**config.mk**
```make
export PLATFORM = sky130hd
export DESIGN_NAME = toggle_cover_monitor
export DESIGN_NICKNAME = d
export VERILOG_FILES = /design/src/rtl/toggle_cover_monitor.sv
export SDC_FILE = /design/constraint.sdc
export NUM_CORES = 1
export LEC_CHECK = 0
export CAP_MARGIN = 5
export CORE_UTILIZATION = 54
export CTS_CLUSTER_DIAMETER = 80
export DETAILED_ROUTE_END_ITERATION = 12
export GPL_TIMING_DRIVEN = 1
export PLACE_DENSITY_LB_ADDON = 0.2
export SLEW_MARGIN = 0
export SYNTH_ARGS = -nofsm -noshare
export SYNTH_HDL_FRONTEND = slang
export SYNTH_SLANG_ARGS = --single-unit
```
**constraint.sdc**
```tcl
create_clock -name clock -period 6.6 [get_ports clock]
set_clock_uncertainty 0.15 [all_clocks]
set_input_delay 0.99 -clock clock [delete_from_list [all_inputs] [get_ports clock]]
set_output_delay 0.99 -clock clock [all_outputs]
set_load 0.02 [all_outputs]
```
**src/rtl/toggle_cover_monitor.sv**
```systemverilog
// rtl/toggle_cover_monitor.sv - rise/fall toggle coverage monitor with clear handshake
module toggle_cover_monitor #(
  parameter  int SIG_WIDTH      = 10,
  parameter  bit FIRST_HIT_ONLY = 1'b1,
  localparam int NPTS           = 2 * SIG_WIDTH,
  localparam int CW             = $clog2(NPTS + 1)
) (
  input  logic                 clock,
  input  logic                 reset,
  input  logic [SIG_WIDTH-1:0] signal,
  input  logic                 sample_en,
  input  logic                 clear_req,
  output logic [NPTS-1:0]      valid,
  output logic [CW-1:0]        hit_count,
  output logic                 all_covered,
  output logic                 clear_ack,
  output logic                 primed
);

  typedef enum logic [1:0] {PRIME, RUN, ACK} state_e;

  localparam logic [CW-1:0] NPTS_C = CW'(NPTS);

  state_e                 state_q, state_d;
  logic [SIG_WIDTH-1:0]   prev_q, prev_d;
  logic [NPTS-1:0]        bitmap_q, bitmap_d;
  logic [NPTS-1:0]        valid_q, valid_d;
  logic [CW-1:0]          hit_q, hit_d;
  logic                   all_q, all_d;
  logic [NPTS-1:0]        det, newpts, merged;
  logic [CW-1:0]          cnt;

  always_ff @(posedge clock or negedge reset) begin
    if (!reset) begin
      state_q <= PRIME;
    end else begin
      state_q <= state_d;
    end
  end

  always_comb begin
    state_d = state_q;
    case (state_q)
      PRIME:   if (sample_en) state_d = RUN;
      RUN:     if (clear_req) state_d = ACK;
      ACK:     if (!clear_req) state_d = PRIME;
      default: state_d = PRIME;
    endcase
  end

  always_comb begin
    clear_ack = (state_q == ACK);
    primed    = (state_q == RUN);
  end

  // Even index = rise of signal[i], odd index = fall of signal[i].
  always_comb begin
    det = '0;
    for (int i = 0; i < SIG_WIDTH; i++) begin
      det[2*i]   = signal[i] & ~prev_q[i];
      det[2*i+1] = ~signal[i] & prev_q[i];
    end
    newpts = FIRST_HIT_ONLY ? (det & ~bitmap_q) : det;
    merged = bitmap_q | newpts;
    cnt    = '0;
    for (int k = 0; k < NPTS; k++) begin
      cnt = cnt + {{(CW-1){1'b0}}, merged[k]};
    end
  end

  // A clear takes priority over a coincident sample; the sample is dropped.
  always_comb begin
    prev_d   = prev_q;
    bitmap_d = bitmap_q;
    valid_d  = '0;
    hit_d    = hit_q;
    all_d    = all_q;
    if (state_q == RUN && clear_req) begin
      bitmap_d = '0;
      hit_d    = '0;
      all_d    = 1'b0;
    end else if (state_q == RUN && sample_en) begin
      prev_d   = signal;
      valid_d  = newpts;
      bitmap_d = merged;
      hit_d    = cnt;
      all_d    = (cnt == NPTS_C);
    end else if (state_q == PRIME && sample_en) begin
      prev_d = signal;
    end
  end

  always_ff @(posedge clock or negedge reset) begin
    if (!reset) begin
      prev_q   <= '0;
      bitmap_q <= '0;
      valid_q  <= '0;
      hit_q    <= '0;
      all_q    <= 1'b0;
    end else begin
      prev_q   <= prev_d;
      bitmap_q <= bitmap_d;
      valid_q  <= valid_d;
      hit_q    <= hit_d;
      all_q    <= all_d;
    end
  end

  assign valid       = valid_q;
  assign hit_count   = hit_q;
  assign all_covered = all_q;

endmodule

```
**Yosys cells after proc, flatten, opt, wreduce, memory -nomap -nowiden**

Cells that the tools add are included.

- Output and inout port bits: 28
- Input port bits: 14
- Register bits after elaboration: 58
- Logic and storage cells: 97

- $add $sub $neg: 19
- Muxes and demuxes: 14
- Reductions and logical operators: 8
- Equality and inequality tests: 6
- Bitwise operators: 44

Operators with widths:

| cell | number |
|---|---|
| $mux W20 | 4 |
| $add A5 B1 Y5 | 15 |
| $not A1 Y1 | 21 |
| $and A1 B1 Y1 | 20 |
| $and A20 B20 Y20 | 1 |
| $mux W10 | 2 |
| $not A20 Y20 | 1 |
| $or A20 B20 Y20 | 1 |
| $mux W5 | 2 |
| $mux W2 | 3 |
| $ne A2 B2 Y1 const B | 3 |
| $pmux W2 S3 | 1 |
| $add A4 B1 Y5 | 1 |
| $eq A5 B5 Y1 const B | 1 |
| $add A3 B1 Y4 | 1 |
| $reduce_bool A2 Y1 | 2 |
| $add A2 B1 Y3 | 1 |
| $logic_and A1 B1 Y1 | 3 |
| $reduce_and A3 Y1 | 1 |
| $add A1 B1 Y2 | 1 |
| $eq A2 B1 Y1 const B | 1 |
| $eq A2 B2 Y1 const B | 1 |
| $logic_not A2 Y1 | 1 |
| $mux W1 | 2 |
| $reduce_and A2 Y1 | 1 |

**Logic depth before layout (Yosys ltp)**

- Word-level depth: 26
- Gate-level depth with buffers: 18
- Depth with buffers taken out: 18

**Worst setup path after synthesis**

OpenSTA, ideal clock, no wires.

- Path kind: input port to flip-flop
- Start point: in signal[5]
- End point: reg all_q, in the netlist all_covered
- Arrival: 5.120 ns
- Stages on the path: 16
- Setup slack: 1.227 ns
- Data required time: 6.346 ns
- Buffers on the path: 0
- Library setup time: 0.104 ns
- Cell sequence: nand2b_1 nand2b_1 fa_1 inv_1 fa_1 inv_1 fa_1 inv_1 fa_1 fa_1 inv_1 ha_1 inv_1 fa_1 or3b_1 o41ai_2

- Cells in the longest elaborated chain, start to end: 16
- Elaborated cells on any way between the ends: 18
- Those cells by class: add/sub (10); eq/ne (1); mux (2); bitwise (5)

Ends and longest elaborated chain:

| element | line | text |
|---|---|---|
| start: declaration | 10 | `input logic [SIG_WIDTH-1:0] signal,` |
| $and A1 B1 Y1 or $not A1 Y1 (tied branches) | 60, 61 |  |
| $and A20 B20 Y20 (*) | 63 | `newpts = FIRST_HIT_ONLY ? (det & ~bitmap_q) : det;` |
| $or A20 B20 Y20 (*) | 64 | `merged = bitmap_q \| newpts;` |
| $add A5 B1 Y5 or $or A20 B20 Y20 (tied branches) | 67, 64 |  |
| $add A5 B1 Y5 (*) (9 in a row) | 67 | `cnt = cnt + {{(CW-1){1'b0}}, merged[k]};` |
| $eq A5 B5 Y1 (*) | 87 | `all_d = (cnt == NPTS_C);` |
| $mux W1 (*) | 82 | `end else if (state_q == RUN && sample_en) begin` |
| $mux W1 (*) | 78 | `if (state_q == RUN && clear_req) begin` |
| end signal: assignment | 105 | `all_q <= all_d;` |
| end: declaration | 29 | `logic all_q, all_d;` |

Every way passes the cells marked *; elsewhere a longest branch is shown, timed or not. The select of a mux whose other input is x is not followed.
A chain may end at the register's enable or synchronous reset.

**Final worst setup path**

Ends and elaborated chain as after synthesis.

==> flow_summary.json <==
{
  "top_layer": "met4",
  "multi_input_area_sq_mm": 0.00130,
  "clk_latency_ns": 0.34,
  "hp-class": "reg2reg",
  "synthArstFlopShare_pct": 100,
  "ios": 42,
  "path_clk_slew_ns": 0.06,
  "grt_pass1_vias": 1983,
  "fin_nets": 331,
  "initial_core_util_pct": 56.1,
  "post_cts_resized": 0,
  "r2r-start": "prev_q[5]",
  "die-area_sq_mm": 0.00560,
  "grt_setup_unrepaired": "no",
  "synth_top_area_share_pct": 50.7,
  "min_period_ns": 5.75,
  "dr_wl_met2_microns": 2790,
  "dp_slack_ns": 0.484,
  "hold_violations": 0,
  "seq_area_sq_mm": 0.00145,
  "grt_util_all_layers_pct": 24.3,
  "critical_path_peak_fanout": 3,
  "n_fill_cell": 402,
  "drt_iter0_markers": 176,
  "holdBufCountCts": 0,
  "m1WireLength_microns": 2600,
  "cts_sinks": 58,
  "dp_hpwl_microns": 3830,
  "clockBufferDepth": 2,
  "grt_start_max_net_pins": 59,
  "antenna_found_initial": 0,
  "synthFlopType": "dfrtp_1",
  "grt_pass1_wl_microns": 9580,
  "drt.antenna.violating_nets": 0,
  "endpoint_kind": "register",
  "ys_ff_latch": 58,
  "whs_ns": 0.279,
  "gr-total-overflow": 0,
  "syn_nets": 288,
  "yosys_warnings": 0,
  "dp.cells": 355,
  "critPathLaunch": "signal[5]",
  "diodes": 0,
  "cts_root_buf": "clkbuf_8",
  "finalWeightedCongestion": 0.847,
  "final_max_slew_viol_count": 0,
  "cts_made_buffers": 9,
  "drtPass1Iterations": 4,
  "status": "complete, no violations",
  "fin_crit_sh_pct": 87.1,
  "fp-row-count": 26,
  "yosys.area.top_type": "dfrtp_1",
  "critPathLaunchType": "primary input",
  "die_w_microns": 74.8,
  "wl_met3_microns": 248,
  "cap_violations": 0,
  "syn_inst": 253,
  "synth.distinct_cells": 30,
  "r2r-end": "all_covered",
  "ys_top_cells_by_area": "dfrtp_1 51%, fa_1 9.8%, nand2b_1 5.9%",
  "die_h_microns": 74.8,
  "wire_per_inst_microns": 15.7,
  "setup_viol": 0,
  "netlist_area_sq_mm": 0.00286,
  "postCtsSetupBuffers": 0,
  "fmax_mhz": 174,
  "drive_above_1_share_pct": 10.4,
  "synth_edf_count": 0,
  "setup_ws_ns": 0.853,
  "place.port_buffers": 41,
  "min_to": "valid[13]",
  "final_cells": 369,
  "synth_area_per_cell_sq_um": 11.3,
  "final.setup.tns_ns": 0,
  "htreeDepth": 3,
  "worstRegToRegCells": 16,
  "worst_slew_pin_slew_ns": 0.885,
  "max_slew_margin_pct": 40.8,
  "cts_tree": "yes",
  "core_sq_mm": 0.00511,
  "rrSetupSlack_ns": 1.63,
  "cp.required_ns": 6.69,
  "avgViaCountPerCell": 5.46,
  "vias": 2016,
  "drc": 0,
  "path_class": "in2reg",
  "yosysSeqAreaShare_pct": 50.7,
  "syn_to_final_growth_pct": 22.7,
  "cp_data_arrival_time_ns": 5.84,
  "drt_wl_total_microns": 5810,
  "hp-start": "bitmap_q[13]",
  "hold_depth": 1
}
-- critical path, stage by stage --
cell and delay, ns:
clkdlybuf4s50_1 0.48, nand2b_1 0.15, nand2b_1 0.10, fa_1 0.54, inv_1 0.05, fa_1 0.50
inv_1 0.05, fa_1 0.48, inv_1 0.05, fa_1 0.50, fa_1 0.49, inv_1 0.07
ha_1 0.17, inv_1 0.06, fa_1 0.52, or3b_1 0.37, o41ai_2 0.26
-- registers in the layout, summed over array words and instances (netlist names) --
signal       count
all_covered      1
bitmap_q        20
hit_count        5
prev_q          10
state_q          2
valid           20
-- layout by cell type (no fill, tap or decap) --
cell type / Yosys / layout
nor2_1: 15 / 15
o21ai_0: 9 / 9
nand2b_4: 1 / 1
inv_2: 1 / 1
mux2_2: 10 / 10
o41ai_2: 1 / 1
clkinv_2: 0 / 2
xnor2_1: 2 / 2
clkbuf_8: 0 / 11
o21a_1: 1 / 1
clkdlybuf4s50_1: 0 / 40
buf_4: 0 / 2
xor2_1: 1 / 1
or3b_1: 1 / 1
nand2b_1: 27 / 27
dfrtp_1: 58 / 58
a211oi_1: 2 / 2
inv_1: 16 / 16
and3_1: 1 / 1
nand2_1: 6 / 6
nor2b_1: 6 / 6
a21oi_1: 9 / 9
or3_1: 2 / 2
buf_2: 1 / 1
and2_4: 1 / 1
bufinv_16: 0 / 1
a22oi_1: 1 / 1
fa_1: 14 / 14
a2bb2oi_1: 14 / 14
nor3b_1: 5 / 5
nor3_1: 29 / 29
ha_1: 7 / 7
a21o_1: 2 / 2
-- area by class of cell --
class | count | share of cell area, %
clock buffer | 11 | 4.31
clock inverter | 3 | 1.14
inverter | 17 | 1.82
multi-input combinational | 167 | 37.0
sequential | 58 | 41.3
tap | 70 | 2.49
timing repair buffer | 43 | 12.0
-- per-layer routing --
layer,vias to the layer above,track usage [%]
met5,-,0
met4,0,11.3
met3,17,6.96
met2,60,37.7
met1,1002,32.0
li1,937,-
-- worst max-delay path by stage --
stage                  endpoint  slack (ns)  depth (start not counted)
floorplan           all_covered        1.23                         16
global placement    all_covered        0.58                         17
detailed placement  all_covered        0.48                         17
CTS                 all_covered        0.83                         17
global route        all_covered        0.64                         17
finish              all_covered        0.85                         17
-- metrics by stage --
step | cell area (sq um) | util [%]
2_1_floorplan | 2860 | -
3_3_place_gp | 3320 | 65.0
3_5_place_dp | 3320 | 65.0
4_1_cts | 3510 | 68.8
5_1_grt | 3510 | 68.8
6_report | 3510 | 68.8
-- logic make-up after synthesis --
group | after synthesis | synth area share [%]
and+or+nand+nor | 94 | 18.1
DFF | 58 | 50.7
AOI/OAI and AO/OA | 39 | 9.57
buffers and inverters | 28 | 3.98
adders and majority gates | 21 | 12.8
muxes | 10 | 3.93
xor gates and xnor gates | 3 | 0.918
-- synth_stat cells, types with 2 or more instances --
master / instances
xnor2_1: 2
a21oi_1: 9
nor2b_1: 6
o21ai_0: 9
dfrtp_1: 58
nor3_1: 29
nor2_1: 15
fa_1: 14
or3_1: 2
nand2_1: 6
a2bb2oi_1: 14
nor3b_1: 5
ha_1: 7
inv_1: 16
nand2b_1: 27
clkbuf_1: 9
a21o_1: 2
mux2_2: 10
a211oi_1: 2
Power is not shown: default switching activity piles up to over one toggle a cycle in this logic, so the estimate is an artifact.
